## config.mk

```make
export PLATFORM = sky130hd
export DESIGN_NAME = link_tx_port
export DESIGN_NICKNAME = d
export VERILOG_FILES = /design/src/rtl/chiplet_types_pkg.sv /design/src/rtl/vc_fifo.sv /design/src/rtl/link_tx_port.sv
export SDC_FILE = /design/constraint.sdc
export NUM_CORES = 1
export LEC_CHECK = 0
export BUFFER_PORTS_ARGS = -buffer_cell sky130_fd_sc_hd__buf_2
export CAP_MARGIN = 25
export CORE_MARGIN = 3
export CORE_UTILIZATION = 50
export DETAILED_ROUTE_END_ITERATION = 10
export PLACE_DENSITY = 0.76
export SYNTH_ARGS = -nofsm -noshare
export SYNTH_HDL_FRONTEND = slang
export SYNTH_SLANG_ARGS = --single-unit
```

## constraint.sdc

```tcl
create_clock -name clk -period 5.9 [get_ports clk]
set_input_delay 1.475 -clock clk [delete_from_list [all_inputs] [get_ports clk]]
set_output_delay 1.475 -clock clk [all_outputs]
set_load 0.1 [all_outputs]
```

## src/rtl/chiplet_types_pkg.sv

```systemverilog
// ---------------------------------------------------------------------------
// chiplet_types_pkg
// Shared types for the chiplet switch and its link transmitters.
//   PKG_NUM_VCS : virtual channel count shared by switch and link ports
//   vc_t        : virtual channel index
//   flit_t      : flit as emitted by the crossbar (vc selects the buffer)
//   link_beat_t : one link beat, a flit plus its tail flag
// ---------------------------------------------------------------------------
package chiplet_types_pkg;

    localparam int PKG_NUM_VCS = 2;
    localparam int FLIT_DATA_W = 16;

    typedef logic [$clog2(PKG_NUM_VCS)-1:0] vc_t;

    typedef struct packed {
        vc_t                    vc;
        logic [FLIT_DATA_W-1:0] data;
    } flit_t;

    // Tail-flag convention: last=1 marks the final flit of a packet; the
    // flag travels with the flit through buffering and onto the link.
    typedef struct packed {
        flit_t flit;
        logic  last;
    } link_beat_t;

    localparam int LINK_BEAT_W = $bits(link_beat_t);

endpackage

```

## src/rtl/vc_fifo.sv

```systemverilog
// ---------------------------------------------------------------------------
// vc_fifo
// Synchronous FIFO holding the flits of one virtual channel.
// A push while full is accepted only when a pop happens in the same cycle,
// so occupancy stays unchanged; otherwise the push is ignored here and the
// parent flags it.
//   clk, rst      : clock, synchronous active-high reset
//   push, wdata   : write request and data
//   pop           : read request (head is removed at the clock edge)
//   full, empty   : occupancy status
//   rdata         : current head entry (valid when !empty)
// ---------------------------------------------------------------------------
module vc_fifo #(
    parameter int WIDTH = 8,
    parameter int DEPTH = 4
) (
    input  logic             clk,
    input  logic             rst,
    input  logic             push,
    input  logic [WIDTH-1:0] wdata,
    input  logic             pop,
    output logic             full,
    output logic             empty,
    output logic [WIDTH-1:0] rdata
);

    localparam int AW = $clog2(DEPTH);

    logic [WIDTH-1:0] r_mem [DEPTH];
    logic [AW-1:0]    r_wr_ptr;
    logic [AW-1:0]    r_rd_ptr;
    logic [AW:0]      r_count;

    logic w_do_push;
    logic w_do_pop;

    assign full      = (r_count == (AW+1)'(DEPTH));
    assign empty     = (r_count == '0);
    assign w_do_pop  = pop && !empty;
    assign w_do_push = push && (!full || w_do_pop);
    assign rdata     = r_mem[r_rd_ptr];

    // NOTE: sequential state uses non-blocking assignments so every register
    // samples the pre-edge values, independent of statement order.
    always_ff @(posedge clk) begin
        if (rst) begin
            r_wr_ptr <= '0;
            r_rd_ptr <= '0;
            r_count  <= '0;
        end else begin
            if (w_do_push) r_wr_ptr <= r_wr_ptr + 1'b1;
            if (w_do_pop)  r_rd_ptr <= r_rd_ptr + 1'b1;
            unique case ({w_do_push, w_do_pop})
                2'b10:   r_count <= r_count + 1'b1;
                2'b01:   r_count <= r_count - 1'b1;
                default: r_count <= r_count;
            endcase
        end
    end

    // NOTE: storage is not reset; pointers and count define which entries are
    // meaningful, so clearing the array would only cost reset fan-out.
    always_ff @(posedge clk) begin
        if (w_do_push) r_mem[r_wr_ptr] <= wdata;
    end

endmodule

```

## src/rtl/link_tx_port.sv

```systemverilog
// ---------------------------------------------------------------------------
// link_tx_port
// Per-output-port link transmitter downstream of the switch crossbar.
// Buffers flits per VC, picks a VC round-robin among those with data and
// downstream credit, and drives a registered valid/ready link interface.
//   clk, rst        : clock, synchronous active-high reset
//   in_valid        : flit present from the switch
//   in_flit,in_last : flit (vc selects buffer) and its tail flag
//   credit_granted  : per-VC pulse, one per local FIFO entry popped
//   packet_sent     : pulse when a tail flit completes its link handshake
//   link_valid      : output register holds a flit
//   link_flit       : flit on the link
//   link_last       : tail flag for link_flit
//   link_ready      : link accepts the flit this cycle
//   link_credit     : per-VC downstream credit return pulses
//   err             : sticky error (full-FIFO push or credit overflow)
// ---------------------------------------------------------------------------
module link_tx_port
    import chiplet_types_pkg::*;
#(
    parameter int NUM_VCS        = PKG_NUM_VCS,
    parameter int FIFO_DEPTH     = 4,
    parameter int DS_BUFFER_SIZE = 8
) (
    input  logic               clk,
    input  logic               rst,
    input  logic               in_valid,
    input  flit_t              in_flit,
    input  logic               in_last,
    output logic [NUM_VCS-1:0] credit_granted,
    output logic               packet_sent,
    output logic               link_valid,
    output flit_t              link_flit,
    output logic               link_last,
    input  logic               link_ready,
    input  logic [NUM_VCS-1:0] link_credit,
    output logic               err
);

    localparam int              CW         = $clog2(DS_BUFFER_SIZE + 1);
    localparam logic [CW-1:0]   CREDIT_MAX = CW'(DS_BUFFER_SIZE);

    link_beat_t w_beat_in;
    logic [LINK_BEAT_W-1:0] w_rdata [NUM_VCS];
    logic [NUM_VCS-1:0] w_push;
    logic [NUM_VCS-1:0] w_pop;
    logic [NUM_VCS-1:0] w_full;
    logic [NUM_VCS-1:0] w_empty;
    logic [NUM_VCS-1:0] w_eligible;
    logic [NUM_VCS-1:0] w_drop;
    logic [NUM_VCS-1:0] w_ovf;

    logic       w_grant_any;
    vc_t        w_grant_vc;
    logic       w_load;
    link_beat_t w_load_beat;

    vc_t   r_rr_ptr;
    logic  r_link_valid;
    flit_t r_link_flit;
    logic  r_link_last;
    logic  r_err;

    assign w_beat_in = '{flit: in_flit, last: in_last};

    // Load when the output register is empty or is being emptied this cycle.
    // Gating with rst keeps the reset cycle free of pops and pulses.
    assign w_load = !rst && w_grant_any && (!r_link_valid || link_ready);

    for (genvar v = 0; v < NUM_VCS; v++) begin : g_vc
        logic [CW-1:0] r_credit;

        assign w_push[v]     = in_valid && (in_flit.vc == vc_t'(v));
        assign w_pop[v]      = w_load && (w_grant_vc == vc_t'(v));
        assign w_eligible[v] = !w_empty[v] && (r_credit != '0);
        // A full FIFO still takes a push when it is popped in the same cycle.
        assign w_drop[v]     = w_push[v] && w_full[v] && !w_pop[v];
        // Increment and decrement together cancel, so only a lone increment
        // at the maximum overflows.
        assign w_ovf[v]      = link_credit[v] && !w_pop[v] && (r_credit == CREDIT_MAX);

        vc_fifo #(
            .WIDTH (LINK_BEAT_W),
            .DEPTH (FIFO_DEPTH)
        ) u_fifo (
            .clk   (clk),
            .rst   (rst),
            .push  (w_push[v]),
            .wdata (w_beat_in),
            .pop   (w_pop[v]),
            .full  (w_full[v]),
            .empty (w_empty[v]),
            .rdata (w_rdata[v])
        );

        always_ff @(posedge clk) begin
            if (rst) begin
                r_credit <= CREDIT_MAX;
            end else if (link_credit[v] && !w_pop[v]) begin
                if (r_credit != CREDIT_MAX) r_credit <= r_credit + 1'b1;
            end else if (w_pop[v] && !link_credit[v]) begin
                r_credit <= r_credit - 1'b1;
            end
        end
    end

    // Round-robin search starting at r_rr_ptr.
    // NOTE: every always_comb output gets a default first so no path through
    // the block leaves it unassigned and infers a latch.
    always_comb begin
        vc_t idx;
        w_grant_any = 1'b0;
        w_grant_vc  = '0;
        idx         = '0;
        for (int i = 0; i < NUM_VCS; i++) begin
            idx = vc_t'((int'(r_rr_ptr) + i) % NUM_VCS);
            if (!w_grant_any && w_eligible[idx]) begin
                w_grant_any = 1'b1;
                w_grant_vc  = idx;
            end
        end
    end

    assign w_load_beat = link_beat_t'(w_rdata[w_grant_vc]);

    always_ff @(posedge clk) begin
        if (rst) begin
            r_rr_ptr     <= '0;
            r_link_valid <= 1'b0;
            r_link_flit  <= '0;
            r_link_last  <= 1'b0;
            r_err        <= 1'b0;
        end else begin
            if (w_load) begin
                r_rr_ptr     <= (w_grant_vc == vc_t'(NUM_VCS - 1)) ? '0 : w_grant_vc + 1'b1;
                r_link_valid <= 1'b1;
                r_link_flit  <= w_load_beat.flit;
                r_link_last  <= w_load_beat.last;
            end else if (link_ready) begin
                r_link_valid <= 1'b0;
            end
            if (|w_drop || |w_ovf) r_err <= 1'b1;
        end
    end

    assign credit_granted = w_pop;
    assign packet_sent    = !rst && r_link_valid && link_ready && r_link_last;
    assign link_valid     = r_link_valid;
    assign link_flit      = r_link_flit;
    assign link_last      = r_link_last;
    assign err            = r_err;

endmodule

```

After elaboration in Yosys (flattened, before gate mapping)
Memory sizes are Yosys's and may differ from the RTL's. A register that Yosys moved wholly into a read port is not among the register bits.
Cells that the tools add are included.
{ "op_classes": {"n_addsub": 14, "multipliers": 0, "div": 0, "order_cmp": 3, "n_eq_ne": 12, "shift": 0, "muxes": 30, "n_bitwise": 3, "n_reduce_logical": 54} }
{ "op_table": {"columns": ["operator", "count"], "rows": [
  ["$mux 18", 3],
  ["$logic_and 1x1->1", 26],
  ["$mux 4", 6],
  ["$mux 1", 15],
  ["$pmux 3 s2", 2],
  ["$logic_not 1->1", 11],
  ["$reduce_bool 2->1", 5],
  ["$add 2x1->2 const B", 4],
  ["$add 4x1->4 const B", 2],
  ["$eq 4x4->1 const B", 2],
  ["$mux 2", 4],
  ["$ne 4x4->1 const B", 2],
  ["$reduce_bool 4->1", 2],
  ["$sub 4x1->4 const B", 2],
  ["$add 3x1->3 const B", 2],
  ["$eq 3x3->1 const B", 2],
  ["$logic_not 3->1", 2],
  ["$sub 3x1->3 const B", 2],
  ["$eq 2x1->1 const B", 2],
  ["$eq 2x2->1 const B", 2],
  ["$logic_or 1x1->1", 4],
  ["$lt 1x2->1 const B", 2],
  ["$ne 2x1->1 const B", 2],
  ["$reduce_and 2->1", 2],
  ["other kinds (5)", 8]
]} }
{ "totals": {"register_bits": 43, "latchBits": 0, "mem_bits_rw": 144, "romBits": 0, "inputBits": 24, "out_inout_bits": 23, "wordCells": 132, "n_memories": 2} }
{ "mem_list": {"columns": ["name", "words", "word_bits", "rd", "rd_clocked_by_memory_dff", "wr", "line", "rtl"], "rows": [
  ["g_vc[0].u_fifo.r_mem", 4, 18, 1, 1, 1, "vc_fifo.sv:29", "logic [WIDTH-1:0] r_mem [DEPTH];"],
  ["g_vc[1].u_fifo.r_mem", 4, 18, 1, 1, 1, "vc_fifo.sv:29", null]
]} }

Logic depth before layout (Yosys ltp)
{ "logic_depth": {"word_depth": 17, "depth_mapped": 11} }

Hierarchy
Synthesis repeated with hierarchy kept, for this count alone.
{ "unflattened": {"hier_cells": 473, "hier_area_um2": 7982.7} }
{ "modules_own_cells": {"columns": ["mod", "instances", "cells_per_inst", "area_per_inst_um2", "seq_area_each_um2"], "rows": [
  ["vc_fifo", 2, 148, 3128.0, 2342.2],
  ["link_tx_port", 1, 177, 1726.7, 580.6]
]} }

Worst setup path after synthesis
No wires, ideal clock.
{ "synth_path": {"path_type": "input port to output port", "from": "in rst", "to": "out packet_sent", "arrival_time_ps": 2483, "path_slack_ps": 1942, "path_stages": 3, "path_buffers": 1, "cell_sequence": "buf_4 -> inv_1 -> and4_1"} }
{ "synth_between": {"elab_chain_cells": 4} }
{ "synth_lines": {"columns": ["element", "line", "rtl"], "rows": [
  ["start, declared", "link_tx_port.sv:26", "input logic rst,"],
  ["$logic_not 1->1", "link_tx_port.sv:147", "assign packet_sent = !rst && r_link_valid && link_ready && r_link_last;"],
  ["$logic_and 1x1->1 (3 in a row)", "link_tx_port.sv:147", null],
  ["end, declared", "link_tx_port.sv:31", "output logic packet_sent,"]
]} }
Every way passes these cells.

Final worst setup path
{ "layout_path": {"from": "in rst", "to": "out credit_granted[1]"} }
{ "layout_between": {"elab_chain_cells": 4} }
{ "layout_lines": {"columns": ["element", "line", "rtl"], "rows": [
  ["$logic_not 1->1", "link_tx_port.sv:68", "assign w_load = !rst && w_grant_any && (!r_link_valid || link_ready);"],
  ["$logic_and 1x1->1 (2 in a row)", "link_tx_port.sv:68", null],
  ["$logic_and 1x1->1", "link_tx_port.sv:74", "assign w_pop[v] = w_load && (w_grant_vc == vc_t'(v));"],
  ["end, declared", "link_tx_port.sv:30", "output logic [NUM_VCS-1:0] credit_granted,"]
]} }
Every way passes these cells.

==> qor_table.md <==
| Quantity | Value |
| --- | --- |
| Number of max-capacitance violations reported | 0 |
| Layout overhead on the synthesized area | 15.0% |
| Number of clock sinks seen by CTS | 191 |
| Number of routed nets with antenna violations | 0 |
| Run status | complete, no violations |
| Global route total overflow | 0 |
| Placer Congestion | 0.765 |
| Share of post-route cells with drive strength above 1 | 28.3% |
| Floorplan Core Area | 14800 sq um |
| Worst path slowest cell | buf_2 |
| Final critical delay including setup and external delays | 4.58 ns |
| Effective utilization at floorplan | 51.9% |
| Number of antenna violations at the first check in global routing | 1 |
| Internal Dissipation | 0.00272 W |
| Largest net degree at the start of global routing | 51 |
| Transition time at the pin with the least slew margin | 0.627 ns |
| Share of the core filled with cells | 59.7% |
| Seq pwr share | 39.7% |
| Area leader, netlist | edfxtp_1 |
| CP top delay family | buffers and inverters |
| Clock network fraction of total power | 27.4% |
| Die outline width | 130 um |
| CTS tree | yes |
| Maximum clock frequency | 219 MHz |
| Setup repair after global routing missed its margin | no |
| Layout Nets | 548 |
| Fin. max-slew vios | 0 |
| Worst R2R Start | g_vc[0].r_credit[1] |
| Die outline height | 130 um |
| Buffer and inverter count on the worst path | 4 |
| Sum of net half-perimeters after detailed placement | 8.95 mm |
| Max VDD drop | 0.350 mV |
| Flip-flop and latch count after synthesis | 191 |
| Reg2reg setup slack | 2.89 ns |
| Post-Route WL | 15.3 mm |
| Buffers inserted during post-CTS setup optimization | 0 |
| Syn_nets | 495 |
| Final antenna diode count | 0 |
| Crit-path max cell delay | 0.42 ns |
| Capture instance of the worst register-to-register path | g_vc[1].u_fifo.r_count[2] |
| Top flip-flop cell by instance count after synthesis | edfxtp_1 |
| Number of stages on the worst setup path | 6 |
| Unique cell type count in the Yosys netlist | 52 |
| Share of power burned in combinational logic | 32.9% |
| Share of total power consumed by net switching | 36.6% |
| Share of Yosys cell area claimed by the top area cell type | 56.3% |
| Tot Pwr | 0.00429 W |
| Die area | 16900 sq um |
| Average routed wire per standard cell | 21.8 um |
| Most frequent CP cell | buf_2 |
| Sequential cell area fraction in the yosys report | 68.5% |
| Worst Setup SP | rst |
| Number of vias after detailed routing | 4172 |
| Worst slew margin | 58.1% |
| Fraction of synthesis flops using an asynchronous set or reset pin | 0% |
| Critical Path Start Type | input pin |
| I/O pin cnt | 47 |
| Post-route DRC | 0 |
| Part of the cycle the worst path needs | 77.6% |
| Overall fraction of global-route tracks in use | 19.2% |
| H-tree Lvls | 4 |
| Biggest fanout along the worst timing path | 28 |
| Vias per std cell | 5.93 |
| Total clock buffers created by CTS | 17 |
| Hold violation total from the final report | 0 |
| Leakage power | 3.07 nW |
| Clk root buf | clkbuf_16 |
| Resize count post-CTS | 0 |
| Warnings from Yosys | 0 |
| Power density cells | 485 nW/um^2 |
| Via count of the first global-routing pass | 4365 |
| Row cnt | 44 |
| Worst clock skew on the final layout | 0.0112 ns |
| Clk buf depth | 2 |
| Hold Crit Class | flip-flop to flip-flop |
| Total Negative Setup Slacks | 0 ns |
| Avg Cell Area, Syn | 17.0 sq um |
| End point of the critical path | credit_granted[1] |
| Worst-Skew Late Latency | 0.43 ns |
| Switching power | 0.00157 W |
| Total of endpoints with negative setup slack in the final report | 0 |
| Number of buffers inserted by port buffering | 46 |
| Post-cts hold buffer count | 0 |
| Synth Instances | 453 |
| Initial drt markers | 373 |
| Data required, critical path | 4.43 ns |
| Number of enable flip-flop cells after synthesis | 144 |
| Cell area after synthesis | 7690 sq um |
| TritonRoute pass-1 iters | 7 |
| Depth of the worst register-to-register path | 10 |
| Critical path capture point type | output pin |
| Arr. time, crit path | 3.10 ns |
| Clock-pin slew reported for the worst setup and hold paths after clock tree synthesis | 0.07 ns |
| Area contributors post-synth | edfxtp_1 (56%), dfxtp_1 (12%), mux4_2 (11%), ha_1 (2.3%), a222oi_1 (2.2%) |
| Critical path type | input pin to output pin |
| Wire length of the first global-routing pass | 23.6 mm |
| Cells along the critical path | buf_2 -> buf_16 -> nor4_4 -> nand2_4 -> inv_1 -> buf_2 |
[stage by stage]
step                cell area, sq um  cells  hold WS [ns]  worst slack (ns)
floorplan                       7690    453         0.468              1.94
global placement                8060    663         0.465              1.18
detailed placement              8060    663         0.484              1.10
CTS                             8670    695         0.504              1.13
global route                    8840    703         0.505              1.22
finish                          8840    703         0.509              1.32
[synth_stat cells, drive strengths merged (2+ instances only)]
cell type,count
edfxtp,144
dfxtp,47
nor2,43
mux4,36
inv,23
a222oi,17
nand2,17
buf,16
ha,14
a21oi,8
and2,8
clkbuf,6
xnor2,6
xor2,6
nand3,5
nor4,5
a21o,4
fa,4
mux2,4
mux2i,4
nor2b,4
nor3,4
o32ai,4
o21ai,3
or3,3
o31a,2
[flip-flops by register name (all words and copies together), names as in the netlist, named ones only]
name / flops
g_vc.u_fifo.r_rd_ptr: 4
link_last: 1
g_vc.u_fifo.r_mem: 144
g_vc.u_fifo.r_count: 6
link_valid: 1
g_vc.u_fifo.r_wr_ptr: 4
r_rr_ptr: 1
g_vc.r_credit: 8
err: 1
link_flit: 17
[worst min path at each step]
stage | from | to | slack, ns | cells past startpoint
finish | err | err | 0.51 | 1
global route | link_flit[14] | link_flit[14] | 0.51 | 2
CTS | link_flit[14] | link_flit[14] | 0.50 | 2
detailed placement | err | err | 0.48 | 1
global placement | err | err | 0.46 | 1
floorplan | g_vc[1].u_fifo.r_wr_ptr[1] | g_vc[1].u_fifo.r_wr_ptr[1] | 0.47 | 2
[routing by layer]
| metal | vias to the layer above | track usage, % | share of wire [%] |
|---|---|---|---|
| met2 | 144 | 32.4 | 52 |
| met4 | 2 | 6.17 | 1.4 |
| li1 | 1875 | - | - |
| met1 | 2129 | 23.9 | 40 |
| met5 | - | 0 | 0.085 |
| met3 | 22 | 5.81 | 6.7 |
[kinds of logic after synthesis]
| family | synth area share, % |
|---|---|
| flip-flops | 68.5 |
| adder cells (fa/ha/maj) | 3.32 |
| XOR/XNOR | 1.37 |
| AO/OA/AOI/OAI | 5.42 |
| AND/OR/NAND/NOR | 7.20 |
| multiplexers | 11.7 |
| buffers and inverters | 2.49 |
[area by class of cell]
cell class	instances	area (sq um)
tap	184	230
fill	1073	5970
timing repair buffer	56	415
multi-input combinational	217	2230
clock inverter	14	181
sequential	191	5270
inverter	23	86.3
clock buffer	18	429
[power by group through the flow]
| stage | Clock, W | Sequential [W] | Combinational [W] |
|---|---|---|---|
| detailed placement | 0 | 0.00173 | 0.00138 |
| global route | 0.00125 | 0.00171 | 0.00151 |
| floorplan | 0 | 0.00208 | 0.000757 |
| finish | 0.00118 | 0.00170 | 0.00141 |
| CTS | 0.00120 | 0.00171 | 0.00139 |
| global placement | 0 | 0.00173 | 0.00134 |
[layout by cell type (no fill, tap or decap), drive strengths merged, types with 3 or more instances in the layout]
master | netlist | final
xor2 | 6 | 6
clkbuf | 6 | 18
o32ai | 4 | 4
nand3 | 5 | 5
fa | 4 | 4
mux2 | 4 | 4
and2 | 8 | 8
bufinv | 0 | 3
nor3 | 4 | 4
nor4 | 5 | 5
nor2 | 43 | 43
xnor2 | 6 | 6
mux4 | 36 | 36
a222oi | 17 | 17
clkinv | 0 | 5
a21o | 4 | 4
nor2b | 4 | 4
buf | 16 | 56
a21oi | 8 | 8
edfxtp | 144 | 144
o21ai | 3 | 3
or3 | 3 | 3
mux2i | 4 | 4
nand2 | 17 | 17
inv | 23 | 28
dfxtp | 47 | 47
ha | 14 | 14
No activity file was read; power rests on OpenSTA's default activity.
